[config.mk]
export PLATFORM = sky130hd
export DESIGN_NAME = value_grant_arbiter
export DESIGN_NICKNAME = d
export VERILOG_FILES = /design/src/rtl/value_grant_arbiter_pkg.sv /design/src/rtl/value_grant_arbiter_value_pair_select.sv /design/src/rtl/value_grant_arbiter.sv
export SDC_FILE = /design/constraint.sdc
export NUM_CORES = 1
export LEC_CHECK = 0
export ABC_AREA = 1
export CORE_MARGIN = 8
export CORE_UTILIZATION = 44
export DETAILED_ROUTE_END_ITERATION = 16
export PLACE_DENSITY = 0.82
export SLEW_MARGIN = 20
export SYNTH_ARGS = -nofsm -noshare
export SYNTH_HDL_FRONTEND = slang
export SYNTH_SLANG_ARGS = --single-unit
[constraint.sdc]
create_clock -name clk -period 1.5 [get_ports clk]
set_input_delay 0.225 -clock clk [delete_from_list [all_inputs] [get_ports clk]]
set_output_delay 0.225 -clock clk [all_outputs]
set_load 0.02 [all_outputs]
[src/rtl/value_grant_arbiter_pkg.sv]
// Shared definitions for the value-ordered grant arbiter.
// Holds the FSM state encoding, the fixed requester count and the index width.
package value_grant_arbiter_pkg;

    localparam int unsigned NUM_REQ = 4;
    localparam int unsigned IDX_W   = 2;

    typedef enum logic {
        StIdle  = 1'b0,
        StGrant = 1'b1
    } state_t;

endpackage

[src/rtl/value_grant_arbiter_value_pair_select.sv]
// value_pair_select: one node of the 4-way value-select tree.
// Picks the better of two (valid, value) candidates.
//   valid_a / value_a : candidate a (lower index side)
//   valid_b / value_b : candidate b (higher index side)
//   valid             : either candidate valid
//   value             : winning value
//   sel_b             : 1 when b wins (b strictly better, or a invalid)
module value_pair_select #(
    parameter int unsigned BW_VALUE   = 8,
    parameter bit          UNSIGNED   = 1'b1,
    parameter bit          SELECT_MIN = 1'b0
) (
    input  logic                valid_a,
    input  logic [BW_VALUE-1:0] value_a,
    input  logic                valid_b,
    input  logic [BW_VALUE-1:0] value_b,
    output logic                valid,
    output logic [BW_VALUE-1:0] value,
    output logic                sel_b
);

    // Flipping the sign bit maps two's-complement order onto unsigned order.
    localparam logic [BW_VALUE-1:0] SIGN_FLIP =
        UNSIGNED ? '0 : (BW_VALUE'(1) << (BW_VALUE - 1));

    logic [BW_VALUE-1:0] key_a;
    logic [BW_VALUE-1:0] key_b;
    logic                b_better;

    assign key_a    = value_a ^ SIGN_FLIP;
    assign key_b    = value_b ^ SIGN_FLIP;
    // Strict compare: a tie keeps a, so the lower index wins.
    assign b_better = SELECT_MIN ? (key_b < key_a) : (key_b > key_a);

    assign sel_b = !valid_a || (valid_b && b_better);
    assign valid = valid_a || valid_b;
    assign value = sel_b ? value_b : value_a;

endmodule

[src/rtl/value_grant_arbiter.sv]
// value_grant_arbiter: picks the requester with the largest (or smallest) value
// and holds a registered one-hot grant until release, abandon or timeout.
//   clk, rst        : clock, asynchronous active-high reset
//   req_valid_list  : per-requester valid, bit i = requester i
//   req_value_list  : requester i at [BW_VALUE*(i+1)-1 -: BW_VALUE]
//   release_req     : owner ends its grant
//   grant_list      : registered one-hot grant
//   grant_valid     : registered OR of grant_list
//   grant_index     : registered owner index (kept after revoke)
//   grant_value     : winner value latched at grant time (kept after revoke)
//   timeout_pulse   : one-cycle pulse after a forced revoke
module value_grant_arbiter
    import value_grant_arbiter_pkg::*;
#(
    parameter int unsigned BW_VALUE   = 8,
    parameter bit          UNSIGNED   = 1'b1,
    parameter bit          SELECT_MIN = 1'b0,
    parameter int unsigned MAX_HOLD   = 16
) (
    input  logic                  clk,
    input  logic                  rst,
    input  logic [3:0]            req_valid_list,
    input  logic [4*BW_VALUE-1:0] req_value_list,
    input  logic                  release_req,
    output logic [3:0]            grant_list,
    output logic                  grant_valid,
    output logic [1:0]            grant_index,
    output logic [BW_VALUE-1:0]   grant_value,
    output logic                  timeout_pulse
);

    localparam int unsigned CNT_W     = (MAX_HOLD == 0) ? 1 : $clog2(MAX_HOLD + 1);
    localparam int unsigned HOLD_LAST = (MAX_HOLD == 0) ? 0 : MAX_HOLD - 1;

    // Selection tree
    logic                lo_valid, hi_valid, root_valid;
    logic [BW_VALUE-1:0] lo_value, hi_value, root_value;
    logic                lo_sel_b, hi_sel_b, root_sel_b;
    logic [IDX_W-1:0]    win_idx;

    value_pair_select #(
        .BW_VALUE   (BW_VALUE),
        .UNSIGNED   (UNSIGNED),
        .SELECT_MIN (SELECT_MIN)
    ) u_leaf_lo (
        .valid_a (req_valid_list[0]),
        .value_a (req_value_list[BW_VALUE*1-1 -: BW_VALUE]),
        .valid_b (req_valid_list[1]),
        .value_b (req_value_list[BW_VALUE*2-1 -: BW_VALUE]),
        .valid   (lo_valid),
        .value   (lo_value),
        .sel_b   (lo_sel_b)
    );

    value_pair_select #(
        .BW_VALUE   (BW_VALUE),
        .UNSIGNED   (UNSIGNED),
        .SELECT_MIN (SELECT_MIN)
    ) u_leaf_hi (
        .valid_a (req_valid_list[2]),
        .value_a (req_value_list[BW_VALUE*3-1 -: BW_VALUE]),
        .valid_b (req_valid_list[3]),
        .value_b (req_value_list[BW_VALUE*4-1 -: BW_VALUE]),
        .valid   (hi_valid),
        .value   (hi_value),
        .sel_b   (hi_sel_b)
    );

    value_pair_select #(
        .BW_VALUE   (BW_VALUE),
        .UNSIGNED   (UNSIGNED),
        .SELECT_MIN (SELECT_MIN)
    ) u_root (
        .valid_a (lo_valid),
        .value_a (lo_value),
        .valid_b (hi_valid),
        .value_b (hi_value),
        .valid   (root_valid),
        .value   (root_value),
        .sel_b   (root_sel_b)
    );

    // Root picks the pair, the chosen leaf picks the member.
    assign win_idx = root_sel_b ? {1'b1, hi_sel_b} : {1'b0, lo_sel_b};

    // State and output registers
    state_t              state_q, state_d;
    logic [3:0]          grant_list_q, grant_list_d;
    logic                grant_valid_q, grant_valid_d;
    logic [IDX_W-1:0]    grant_index_q, grant_index_d;
    logic [BW_VALUE-1:0] grant_value_q, grant_value_d;
    logic                timeout_q, timeout_d;
    logic [CNT_W-1:0]    hold_cnt_q, hold_cnt_d;
    logic                revoke;

    always_comb begin
        state_d       = state_q;
        grant_list_d  = grant_list_q;
        grant_valid_d = grant_valid_q;
        grant_index_d = grant_index_q;
        grant_value_d = grant_value_q;
        hold_cnt_d    = hold_cnt_q;
        timeout_d     = 1'b0;
        revoke        = 1'b0;

        unique case (state_q)
            StIdle: begin
                if (root_valid) begin
                    state_d       = StGrant;
                    grant_list_d  = 4'b0001 << win_idx;
                    grant_valid_d = 1'b1;
                    grant_index_d = win_idx;
                    grant_value_d = root_value;
                    hold_cnt_d    = '0;
                end
            end
            StGrant: begin
                if (release_req || !req_valid_list[grant_index_q]) begin
                    revoke = 1'b1;
                end else if (MAX_HOLD != 0 && hold_cnt_q == CNT_W'(HOLD_LAST)) begin
                    revoke    = 1'b1;
                    timeout_d = 1'b1;
                end else begin
                    hold_cnt_d = hold_cnt_q + 1'b1;
                end
                // Index and value stay latched for observers after revoke.
                if (revoke) begin
                    state_d       = StIdle;
                    grant_list_d  = '0;
                    grant_valid_d = 1'b0;
                    hold_cnt_d    = '0;
                end
            end
            default: state_d = StIdle;
        endcase
    end

    always_ff @(posedge clk or posedge rst) begin
        if (rst) begin
            state_q       <= StIdle;
            grant_list_q  <= '0;
            grant_valid_q <= 1'b0;
            grant_index_q <= '0;
            grant_value_q <= '0;
            timeout_q     <= 1'b0;
            hold_cnt_q    <= '0;
        end else begin
            state_q       <= state_d;
            grant_list_q  <= grant_list_d;
            grant_valid_q <= grant_valid_d;
            grant_index_q <= grant_index_d;
            grant_value_q <= grant_value_d;
            timeout_q     <= timeout_d;
            hold_cnt_q    <= hold_cnt_d;
        end
    end

    assign grant_list    = grant_list_q;
    assign grant_valid   = grant_valid_q;
    assign grant_index   = grant_index_q;
    assign grant_value   = grant_value_q;
    assign timeout_pulse = timeout_q;

endmodule

==> out/qor.csv <==
stage,metric,value,unit
synth,synthesized cell area,2052,um2
global_route,initial antenna violation count,1,
placed_design,Port Buf Inserts,54,
critical_path,startpoint types,primary input,
clocking,Clock Sinks,22,
timing,fmax,0.3673,GHz
layout,"Cell Count, Final, Fillers Out",489,
drt,via density per instance,6.074,
critical_path,Slowest Stage Delay on Critical Path,0.28,ns
power_and_ir_drop,Clock power frac,13.9,%
clocking,H-tree Lvls,1,
die,die area,7105,um2
power_and_ir_drop,internal power,2328,uW
layout,multi-input combinational cell area,2235,um2
timing,RSZ-0062 raised after global routing,true,
critical_path,Crit Path Class,in2reg,
global_route,Tot GR Track Use,25.70,%
drt,final WL,11870,um
critical_path,Worst Path Arrival,2.90,ns
critical_path,Critical Path Most Common Cell,nand2_2,
layout,synth-to-layout area growth,110.1,%
placed_design,dpl ws,-1.660,ns
power_and_ir_drop,leakage power,0.002216,uW
clocking,CTS Buf Count,3,
synth,"Net Count, Synth",349,
flow_run,Max Cap Viol,0,
timing,WHS,0.2904,ns
outcome,failing checks,setup timing,
synth,register area share after synthesis,26.83,%
timing,worst setup margin,-1.223,ns
synth,ys flop type,dfrtp_1,
timing,minimum clock period,2.723,ns
timing,count of pins over their slew limit,0,
hold_path,Hold Path Class,in2async,
global_route,largest net degree at the start of global routing,23,
placed_design,final HPWL from detailed placement,5144,um
power_and_ir_drop,share of power burned in registers,22.6,%
die,Ports,55,
drt,First DRT Iteration DRCs,253,
drt,routed length on met3,1103,um
power_and_ir_drop,PwrDens,1009,nW/um2
critical_path,Worst Setup End Kind,flop,
placed_design,RD Place Congestion,0.8760,
placed_design,dpl cells,441,
layout,share of cells above drive strength 1,72.35,%
drt,top sig layer,met4,
global_route,wire length of the first global-routing pass,14850,um
clocking,Worst-path clk slew,0.11,ns
critical_path,CP max stage cell,ha_4,
global_route,grt ovf,0,
die,num rows,25,
critical_path,worst-path cell chain,"buf_2, inv_2, ha_4, nand2_2, nand2_2, nand2_2, nand2_2, nand2_2, nand2_4, nand2_8, nand3_1, nand2_4, ha_4, nand2_4, a21oi_2, nor2_2, nand2_1, nand2_2, nand2_4, nor2_4, buf_6, nand3_4, nand3_2",
timing,crit share post-route,181.5,%
layout,"Net count, final",500,
outcome,result of the run,"finished, violations left",
synth,synthesized instance count,284,
drt,DRC errors left,0,
drt,DR WL met2,5786,um
synth,syn_area_per_cell,7.225,um2
timing,post-route setup TNS,-16.61,ns
synth,Ys Warns,0,
drt,via count,2970,
drt,post-detailed-route count of antenna-violating nets,0,
synth,Yosys reg bits,22,
layout,"most common cell after layout, fill and taps aside",buf_4,
power_and_ir_drop,Worst VDD drop,676.2,uV
global_route,vias in the first global route,2987,
layout,Filler cells,139,
die,core region area,4598,um2
clocking,Max clock buf depth,2,
timing,Final Hold Vio Count,0,
critical_path,critical path data required time,1.68,ns
synth,asr flop ratio synth,100.0,%
die,Die Ht,84.29,um
drt,wire per inst,24.26,um
timing,Finish-stage setup viols,17,
critical_path,Crit path max-delay family,simple AND/OR/NAND/NOR gates,
die,die width,84.29,um
layout,most frequent cells in the layout,"buf_4, nand2_1, nand2_2, nand2_4, buf_2",
power_and_ir_drop,Comb power frac,63.5,%
layout,FF/Latch Area,551.8,um2
clocking,cts hold-fix bufs,0,
clocking,"Clk Latency, worst-skew pair",0.29,ns
drt,Pre-antenna DRT Iters,6,
timing,Slew Limit Headroom,73.28,%
critical_path,FF-to-FF setup slack,-0.06,ns
synth,"EDFF count, synth",0,
critical_path,WP buf/inv,3,
power_and_ir_drop,sw frac,46.48,%
clocking,Root Buffer,clkbuf_8,
power_and_ir_drop,Net Sw Power,2022,uW
die,Initial Util,44.63,%
timing,Layout Skew,0.01632,ns
timing,Worst-Margin Slew,0.4008,ns
critical_path,crit path max fanout,6,
clocking,TritonCTS clock tree,yes,
drt,met1 WL,3998,um
synth,library cells used by synthesis,31,
==> state kept, by name, indices dropped and copies added (netlist names) <==
signal / flops
state_q: 1
grant_value: 8
grant_index: 2
grant_valid: 1
grant_list: 4
hold_cnt_q: 5
timeout_pulse: 1
==> kinds of logic after synthesis <==
logic type | count (synthesis) | synth area share, %
xor gates and xnor gates | 2 | 0.8538
and+or+nand+nor | 161 | 38.66
AOI/OAI and AO/OA | 24 | 7.500
DFF | 22 | 26.83
adders and majority gates | 26 | 15.85
buffers and inverters | 49 | 10.30
==> worst reg2reg max path: stages (launching register included) <==
cell,delay [ns]
dfrtp_1,0.42
ha_1,0.21
and3_1,0.20
ha_2,0.20
nor2_4,0.13
inv_4,0.07
nand2_4,0.09
nand2_1,0.08
nand2_1,0.09
==> power groups by stage <==
stage | Combinational [uW] | Clock (uW) | Sequential [uW]
2_1_floorplan | 865 | 0 | 1150
3_3_place_gp | 1890 | 0 | 956
3_5_place_dp | 1950 | 0 | 965
4_1_cts | 2240 | 575 | 954
5_1_grt | 2880 | 607 | 990
6_report | 2760 | 604 | 983
==> final timing paths <==
path | startpoint | to | depth (start not counted)
setup / recovery | req_value_list[1] | grant_value[7]$_DFFE_PP0P_ | 23
hold / removal | rst | grant_value[6]$_DFFE_PP0P_ | 3
setup reg to reg | hold_cnt_q[1]$_DFFE_PP0P_ | grant_list[0]$_DFFE_PP0P_ | 8
hold reg to reg | grant_list[3]$_DFFE_PP0P_ | grant_list[3]$_DFFE_PP0P_ | 2
max in group asynchronous | rst | grant_index[0]$_DFFE_PP0P_ | 3
min in group clk | req_value_list[13] | grant_value[5]$_DFFE_PP0P_ | 5
==> per-layer routing <==
layer | GRT usage, % | vias up
li1 | - | 1210
met1 | 27.17 | 1407
met2 | 46.24 | 258
met3 | 5.615 | 95
met4 | 13.34 | 0
met5 | 0 | -
==> cell usage after synthesis (2+ instances only) <==
cell type  number  area [um2]
nand2_2        19       118.9
nand2_4         4       45.04
a21oi_1         9       45.04
a21oi_2         3       26.28
xor2_1          2       17.52
dfrtp_1        22       550.5
nor2_4          3       33.78
inv_1          40       150.1
ha_1           26       325.3
nor2_2          3       18.77
nand2_1        85       319.1
nand3_1        26       130.1
o21ai_1         3       15.01
nor2_1         11       41.29
nand3_2         6       60.06
a21o_1          2       15.01
inv_2           6       22.52
==> final cells by class <==
cell class                 instances  area share, %
inverter                          46          4.527
tap                               54          1.567
timing repair inverter             1         0.1741
clock inverter                     1         0.6965
sequential                        22          12.80
multi-input combinational        216          51.83
antenna                            1        0.05804
timing repair buffer             145          27.39
clock buffer                       3         0.9576
==> metrics by stage <==
stage	total power (uW)	cell area, um2	utilization, %
2_1_floorplan	2013	2380	-
3_3_place_gp	2848	3352	72.90
3_5_place_dp	2916	3352	72.90
4_1_cts	3774	3938	85.63
5_1_grt	4475	4312	93.77
6_report	4350	4312	93.77
==> timing repair <==
action                                  4_1_cts  5_1_grt
pin swaps                                    64       46
gates resized for setup                     210       85
cloned                                        5        0
buffers inserted                             30        8
endpoints found under the setup margin       20       30
(Power assumes the default switching activity.)
